===== config.mk =====
export PLATFORM = sky130hd
export DESIGN_NAME = postprocess_linear_nch
export DESIGN_NICKNAME = d
export VERILOG_FILES = /design/src/rtl/postproc_pkg.sv /design/src/rtl/postproc_mac_lane.sv /design/src/rtl/postprocess_linear_nch.sv
export SDC_FILE = /design/constraint.sdc
export NUM_CORES = 1
export LEC_CHECK = 0
export ABC_AREA = 0
export CAP_MARGIN = 5
export CORE_MARGIN = 2
export CORE_UTILIZATION = 50
export DETAILED_ROUTE_END_ITERATION = 12
export PLACE_DENSITY = 0.75
export SLEW_MARGIN = 40
export SYNTH_ARGS = -nofsm -noshare
export SYNTH_HDL_FRONTEND = slang
export SYNTH_SLANG_ARGS = --single-unit

===== constraint.sdc =====
create_clock -name clk -period 4.7 [get_ports clk]
set_input_delay 0.94 -clock clk [delete_from_list [all_inputs] [get_ports clk]]
set_output_delay 0.94 -clock clk [all_outputs]
set_load 0.01 [all_outputs]

===== src/rtl/postproc_pkg.sv =====
// Shared state type, default widths and MAC product helper for the linear post-process stage.
package postproc_pkg;
  typedef enum logic [1:0] {IDLE, ACCUM, HOLD} state_t;

  localparam int DW_DEF = 8;
  localparam int WW_DEF = 8;
  localparam int AW_DEF = 32;

  // Operands arrive already sign-extended; callers truncate to the accumulator width.
  function automatic logic signed [63:0] prod64(input logic signed [63:0] d,
                                                input logic signed [63:0] w);
    return d * w;
  endfunction
endpackage


===== src/rtl/postproc_mac_lane.sv =====
// One output channel: load-with-bias / accumulate register plus the held frame result.
module postproc_mac_lane
  import postproc_pkg::*;
#(
  parameter int DW = DW_DEF,
  parameter int WW = WW_DEF,
  parameter int AW = AW_DEF
) (
  input  logic                 clk,
  input  logic                 rst_b,
  input  logic                 start,
  input  logic                 step,
  input  logic                 last,
  input  logic signed [DW-1:0] data,
  input  logic signed [WW-1:0] weight,
  input  logic signed [AW-1:0] bias,
  output logic signed [AW-1:0] sum
);
  logic signed [AW-1:0] acc, acc_next, prod;

  assign prod     = AW'(prod64(64'(data), 64'(weight)));
  assign acc_next = (start ? bias : acc) + prod;

  always_ff @(posedge clk or negedge rst_b) begin
    if (!rst_b) begin
      acc <= '0;
      sum <= '0;
    end else begin
      if (start | step) acc <= acc_next;
      if (last)         sum <= acc_next;
    end
  end
endmodule


===== src/rtl/postprocess_linear_nch.sv =====
// N-channel linear post-process stage: FSM, iter sequencing, output handshake.
// Define POSTPROC_LINEAR_ARGMAX_EN to add a registered argmax stage and the class_out port.
module postprocess_linear_nch
  import postproc_pkg::*;
#(
  parameter int N_CH = 2,
  parameter int N_IN = 288,
  parameter int DW   = DW_DEF,
  parameter int WW   = WW_DEF,
  parameter int AW   = AW_DEF,
  parameter int IW   = 9
) (
  input  logic                 clk,
  input  logic                 rst_b,
  input  logic                 in_valid,
  output logic                 in_ready,
  input  logic [IW-1:0]        iter_in,
  input  logic [DW-1:0]        data_in,
  input  logic [N_CH*WW-1:0]   weight_in,
  input  logic [N_CH*AW-1:0]   bias_in,
  output logic                 out_valid,
  input  logic                 out_ready,
  output logic [N_CH*AW-1:0]   data_out,
  output logic                 seq_err
`ifdef POSTPROC_LINEAR_ARGMAX_EN
  , output logic [$clog2(N_CH)-1:0] class_out
`endif
);
`ifdef POSTPROC_LINEAR_ARGMAX_EN
  localparam int STAGES = 1;
`else
  localparam int STAGES = 0;
`endif
  localparam logic [IW-1:0] LAST_IDX = IW'(N_IN - 1);

  state_t                   state, state_nxt;
  logic [IW-1:0]            exp_idx;
  logic                     accept, is_zero, start, step, last, bad, done;
  logic [STAGES:0]          vld_pipe, vld_nxt;
  logic [N_CH-1:0][AW-1:0]  sums;

  assign in_ready  = (state != HOLD);
  assign accept    = in_valid & in_ready;
  assign is_zero   = (iter_in == '0);
  // iter 0 always (re)starts a frame; ACCUM restart is flagged below
  assign start     = accept & is_zero;
  assign step      = accept & (state == ACCUM) & !is_zero & (iter_in == exp_idx);
  assign last      = (start | step) & (iter_in == LAST_IDX);
  assign bad       = accept & !start & !step;
  assign out_valid = vld_pipe[STAGES];
  assign done      = out_valid & out_ready;

  always_comb begin
    state_nxt = state;
    case (state)
      IDLE, ACCUM: if (start | step) state_nxt = last ? HOLD : ACCUM;
      HOLD:        if (done) state_nxt = IDLE;
      default:     state_nxt = IDLE;
    endcase
  end

  // Top bit stays set until the result is taken
  always_comb begin
    vld_nxt    = '0;
    vld_nxt[0] = last;
    for (int i = 1; i <= STAGES; i++) vld_nxt[i] = vld_pipe[i-1];
    vld_nxt[STAGES] = vld_nxt[STAGES] | (vld_pipe[STAGES] & ~out_ready);
  end

  always_ff @(posedge clk or negedge rst_b) begin
    if (!rst_b) begin
      state    <= IDLE;
      exp_idx  <= '0;
      seq_err  <= 1'b0;
      vld_pipe <= '0;
    end else begin
      state    <= state_nxt;
      vld_pipe <= vld_nxt;
      if (start)     exp_idx <= IW'(1);
      else if (step) exp_idx <= exp_idx + 1'b1;
      else if (done) exp_idx <= '0;
      if (start && state == IDLE)                  seq_err <= 1'b0;
      else if (bad || (start && state == ACCUM))   seq_err <= 1'b1;
    end
  end

  for (genvar k = 0; k < N_CH; k++) begin : g_lane
    postproc_mac_lane #(.DW(DW), .WW(WW), .AW(AW)) u_lane (
      .clk    (clk),
      .rst_b  (rst_b),
      .start  (start),
      .step   (step),
      .last   (last),
      .data   (data_in),
      .weight (weight_in[k*WW +: WW]),
      .bias   (bias_in[k*AW +: AW]),
      .sum    (sums[k])
    );
  end

  assign data_out = sums;

`ifdef POSTPROC_LINEAR_ARGMAX_EN
  localparam int CW = $clog2(N_CH);
  logic [CW-1:0] best;

  // Strict compare keeps the lowest index on ties
  always_comb begin
    best = '0;
    for (int k = 1; k < N_CH; k++)
      if ($signed(sums[k]) > $signed(sums[best])) best = CW'(k);
  end

  always_ff @(posedge clk or negedge rst_b) begin
    if (!rst_b)           class_out <= '0;
    else if (vld_pipe[0]) class_out <= best;
  end
`endif
endmodule

# After elaboration in Yosys (flattened, before gate mapping)
# Index checks and enable logic that the tools add are counted.
# Widths: inputs -> output; s select.
[word_totals] regBits=141 input_bits=101 wordCells=56
[op_classes] addsub=3 n_mul=2 eq_ne=7 mux=11 n_bitwise=13 reduce_logical=12
[ops] op="$add 32x32->32" n=2
[ops] op="$mux 32" n=2
[ops] op="$mul 8x8->16" n=2
[ops] op="$mux 9" n=3
[ops] op="$and 1x1->1" n=10
[ops] op="$add 9x1->9 const B" n=1
[ops] op="$eq 9x9->1" n=1
[ops] op="$eq 9x9->1 const B" n=1
[ops] op="$logic_not 9->1" n=1
[ops] op="$mux 2" n=3
[ops] op="$ne 2x2->1 const B" n=3
[ops] op="$pmux 2 s2" n=1
[ops] op="$logic_not 1->1" n=3
[ops] op="$reduce_bool 3->1" n=1
[ops] op="$eq 2x1->1 const B" n=1
[ops] op="$eq 2x2->1 const B" n=1
[ops] op="$logic_and 1x1->1" n=2
[ops] op="$logic_not 2->1" n=1
[ops] op="$mux 1" n=2
[ops] op="$or 1x1->1" n=2
[ops] op="$reduce_and 2->1" n=1
[ops] op="$reduce_bool 2->1" n=1
[ops] op="$reduce_or 2->1" n=1
[ops] op="$logic_or 1x1->1" n=1
[ops] op="$not 1->1" n=1

# Logic depth before layout (Yosys ltp)
[logic_depth] ltp_word=10 ltp_mapped=32 ltp_nobuf=31

# Cells and area by module
# A second synthesis with hierarchy kept.
[hier_totals] hier_cells=1784 area_unflattened_um2=17862.1
[by_module_without_submodules] module="postproc_mac_lane at g_lane[0].u_lane" n_inst=1 cells_each=844 area_per_inst_um2=8503.2 seq_area_each_um2=1601.5
[by_module_without_submodules] module="postproc_mac_lane at g_lane[1].u_lane" n_inst=1 cells_each=840 area_per_inst_um2=8470.6 seq_area_each_um2=1601.5
[by_module_without_submodules] module="postprocess_linear_nch" n_inst=1 cells_each=100 area_per_inst_um2=888.4 seq_area_each_um2=325.3

# Worst setup path after synthesis
# No wires, ideal clock.
[synth_timing] path_kind="input to register" startpoint="in data_in[5]" endpoint="reg g_lane[1].u_lane.acc[27]" arrival_time_ps=7585 path_slack_ps=-2960 stages=30 path_buffers=2 path_cell_list="clkbuf_1 > and2_1 > fa_1 > inv_1 > fa_1 > inv_1 > fa_1 > inv_1 > fa_1 > inv_1 > ha_1 > a21o_1 > a21oi_2 > a21oi_1 > or4_4 > a32oi_4 > inv_1 > clkbuf_1 > ha_1 > a21oi_1 > nor2b_1 > a21bo_2 > o31ai_1 > mux2i_1 > o211ai_2 > a31oi_2 > mux2i_2 > nand3_1 > mux2_4 > o21ai_2"
[synth_via] elab_chain_cells=2
[synth_rtl] element="from (decl)" line_no="postprocess_linear_nch.sv:18" rtl="input logic [DW-1:0] data_in,"
[synth_rtl] element="$mul 8x8->16" line_no="postproc_pkg.sv:12" rtl="return d * w;"
[synth_rtl] element="$add 32x32->32" line_no="postproc_mac_lane.sv:22" rtl="assign acc_next = (start ? bias : acc) + prod;"
[synth_rtl] element="to (signal assigned)" line_no="postproc_mac_lane.sv:29" rtl="if (start | step) acc <= acc_next;"
[synth_rtl] element="to (decl)" line_no="postproc_mac_lane.sv:19" rtl="logic signed [AW-1:0] acc, acc_next, prod;"
# No other way between the ends.
# A chain may end at the register's enable or synchronous reset.

# Worst setup path after layout
[layout_timing] startpoint="in data_in[5]" endpoint="reg g_lane[0].u_lane.sum[31]"
[layout_via] elab_chain_cells=2
[layout_rtl] element="$mul 8x8->16" line_no="postproc_pkg.sv:12"
[layout_rtl] element="$add 32x32->32" line_no="postproc_mac_lane.sv:22"
[layout_rtl] element="to (signal assigned)" line_no="postproc_mac_lane.sv:30" rtl="if (last) sum <= acc_next;"
[layout_rtl] element="to (decl)" line_no="postproc_mac_lane.sv:17" rtl="output logic signed [AW-1:0] sum"
# No other way between the ends.

==> metrics.txt <==
H-tree lvl count=4; top-count cell post-synth=nand2_1; Inserted Clock Buffers=17; post-synthesis sequential area ratio=0.2469; Pleak=10.61 nW; num rows=61; worst skew pair latency=450 ps; Yosys top cell area share=0.2469; Pwr per Cell Area=842.6 mW/mm^2; CORE AREA=0.02793 sq mm; Die Ht=173.1 microns; HP Class=in2async; initial antenna violation count=1; io pins=168; Vias=14,520; initial core utilization=0.5116; most used cell along the critical path=fa_1; largest net degree at the start of global routing=108; GRT Total Usage=0.2940; Crit Path Max Fanout=4; actual slew at the worst max-slew pin=763.2 ps; worst-case clock buffer depth=2; Crit path arrival time=7470 ps; Die Wd=173.1 microns; area leader, netlist=dfrtp_1; root buf cell=clkbuf_16; Worst Setup End Kind=flip-flop; CTS clk-pin slew, worst paths=60 ps; Post-synth EDFFs=0; crit path kind=in2reg; synthesis-stage register bit count=141; CTS tree=yes; fin. max-slew vios=0; ys flop type=dfrtp_1; final wirelength=48,900 microns; area grow syn2layout=54.08%; max_slew headroom=0.4901; VDD IR max=648.9 uV; maximum clock rate=140.1 MHz; drt pass-1 iters=5; Syn Area/Cell=8.407 sq um; minimum clock period after layout=7140 ps; Critical-path top delay cell=fa_1; Yosys warning count=0; first-pass GRT wire length=71,940 microns; Final Setup Violations=98; vias in the first global route=14,760; Area after DPL=0.01898 sq mm; status=finished with violations; Mapped Area=0.01429 sq mm; Synth area leaders=dfrtp_1 25%, fa_1 16%, ha_1 9.9%, nand2_1 8.9%, inv_1 5.0%; Worst EP required=5030 ps; post-route ant nets=0; fin nets=2,521; failing checks=setup timing; clk_skew=9.564 ps; dpl hpwl=31,990 microns; Post-synth top cells=338 x nand2_1, 191 x inv_1, 141 x dfrtp_1; fin crit share=1.519; count of unique library cells instantiated by Yosys=65; Remaining DRCs=0; DRT iter0 DRCs=947; syn nets=2,026; Die ar.=0.02995 sq mm; RSZ-0062 raised after global routing=yes; Max Cap Viol=0; port bufs=167; final hold vios=0; total grt overflow=0; GPL Wtd Cong=0.8905; post-synthesis cell count=1,700; ys async rst share=1.000; vias per cell=5.613; WL/cell=18.90 microns; crit start category=input port; Setup TNS=-155,450 ps; worst setup margin=-2440 ps; total clock sinks=141; CP max stage delay=500 ps; post-route cell area=0.02202 sq mm; fraction of layout cells with a size suffix above 1=0.3392
-- through the flow --
step | instances | worst slack (ps) | power, mW | hold slack, ps | utilization
finish | 2587 | -2440 | 18.56 | 384.4 | 0.7884
global route | 2587 | -2648 | 19.52 | 419.5 | 0.7884
CTS | 2564 | -2284 | 15.89 | 476.6 | 0.7454
detailed placement | 2485 | -3277 | 12.18 | 459.8 | 0.6793
global placement | 2485 | -3153 | 11.84 | 449.2 | 0.6792
floorplan | 1700 | -2476 | 8.190 | 438.6 | -
-- state kept, by name, indices dropped and copies added, names as in the netlist --
signal,flops
seq_err,1
g_lane.u_lane.acc,64
state,2
out_valid,1
exp_idx,9
g_lane.u_lane.sum,64
-- worst paths after layout --
kind	to	slack (ps)	startpoint	cells after the start
min in group clk	g_lane[1].u_lane.acc[14]	470	g_lane[1].u_lane.acc[14]	2
max reg2reg	g_lane[1].u_lane.sum[26]	130	state[1]	23
max in group asynchronous	g_lane[1].u_lane.acc[11]	3500	rst_b	2
min reg2reg	g_lane[1].u_lane.acc[14]	470	g_lane[1].u_lane.acc[14]	2
min	g_lane[0].u_lane.sum[26]	380	rst_b	1
max	g_lane[0].u_lane.sum[31]	-2440	data_in[5]	33
-- placed cells by master (no fill, tap or decap), drive strengths merged, types with 64 or more instances in the layout --
cell type and n:
inv 194, nand2 338, buf 386, dfrtp 141, clkdlybuf4s50 142, nor2 64, fa 112, xnor2 68
a21oi 95, and2 91, o21ai 124, ha 113
-- layout make-up --
| type | count | area, sq um |
|---|---|---|
| antenna | 1 | 2.502 |
| clock buffer | 20 | 446.7 |
| clock inverter | 12 | 186.4 |
| fill | 1646 | 5912 |
| inverter | 192 | 723.2 |
| multi-input combinational | 1312 | 11950 |
| sequential | 141 | 3528 |
| tap | 378 | 473.0 |
| timing repair buffer | 531 | 4711 |
-- logic make-up (layout without fill, tap and decap cells) --
logic type / Yosys count / in the layout / synth area share
flip-flops: 141 / 141 / 0.2469
multiplexers: 42 / 42 / 0.03195
AND/OR/NAND/NOR: 605 / 605 / 0.1928
XOR/XNOR: 115 / 115 / 0.07047
buffers and inverters: 247 / 755 / 0.06513
other: 0 / 1 / 0
AO/OA/AOI/OAI: 325 / 325 / 0.1370
adder cells (fa/ha/maj): 225 / 225 / 0.2558
-- routing by layer --
metal / global-route usage / part of all wire / vias up
met2: 0.5323 / 0.51 / 624
li1: - / - / 6549
met1: 0.3493 / 0.38 / 7151
met4: 0.1271 / 0.053 / 0
met3: 0.03826 / 0.057 / 198
met5: 0 / 0 / -
-- report_power, final --
part           leakage, nW  internal (mW)  total (mW)  switching [mW]
Combinational         8.35           7.70        15.8            8.11
Sequential            1.96           1.24        1.25          0.0165
Clock                0.297          0.907        1.49           0.580
Total                 10.6           9.85        18.6            8.71
-- what timing repair did --
action,CTS,global route
setup buffers,45,39
setup endpoints to repair,105,100
pin swaps,107,177
gates resized for setup,260,225
gates cloned,3,0
hold buffers,0,0
-- worst max-delay path: cells and delay by family --
family | cells | cell delay [ps]
fa+ha+maj | 6 | 2500
compound gates | 9 | 1790
buf+inv | 11 | 1010
mux | 2 | 600
xor+xnor | 2 | 390
simple gates | 3 | 250
(Power assumes the default switching activity.)
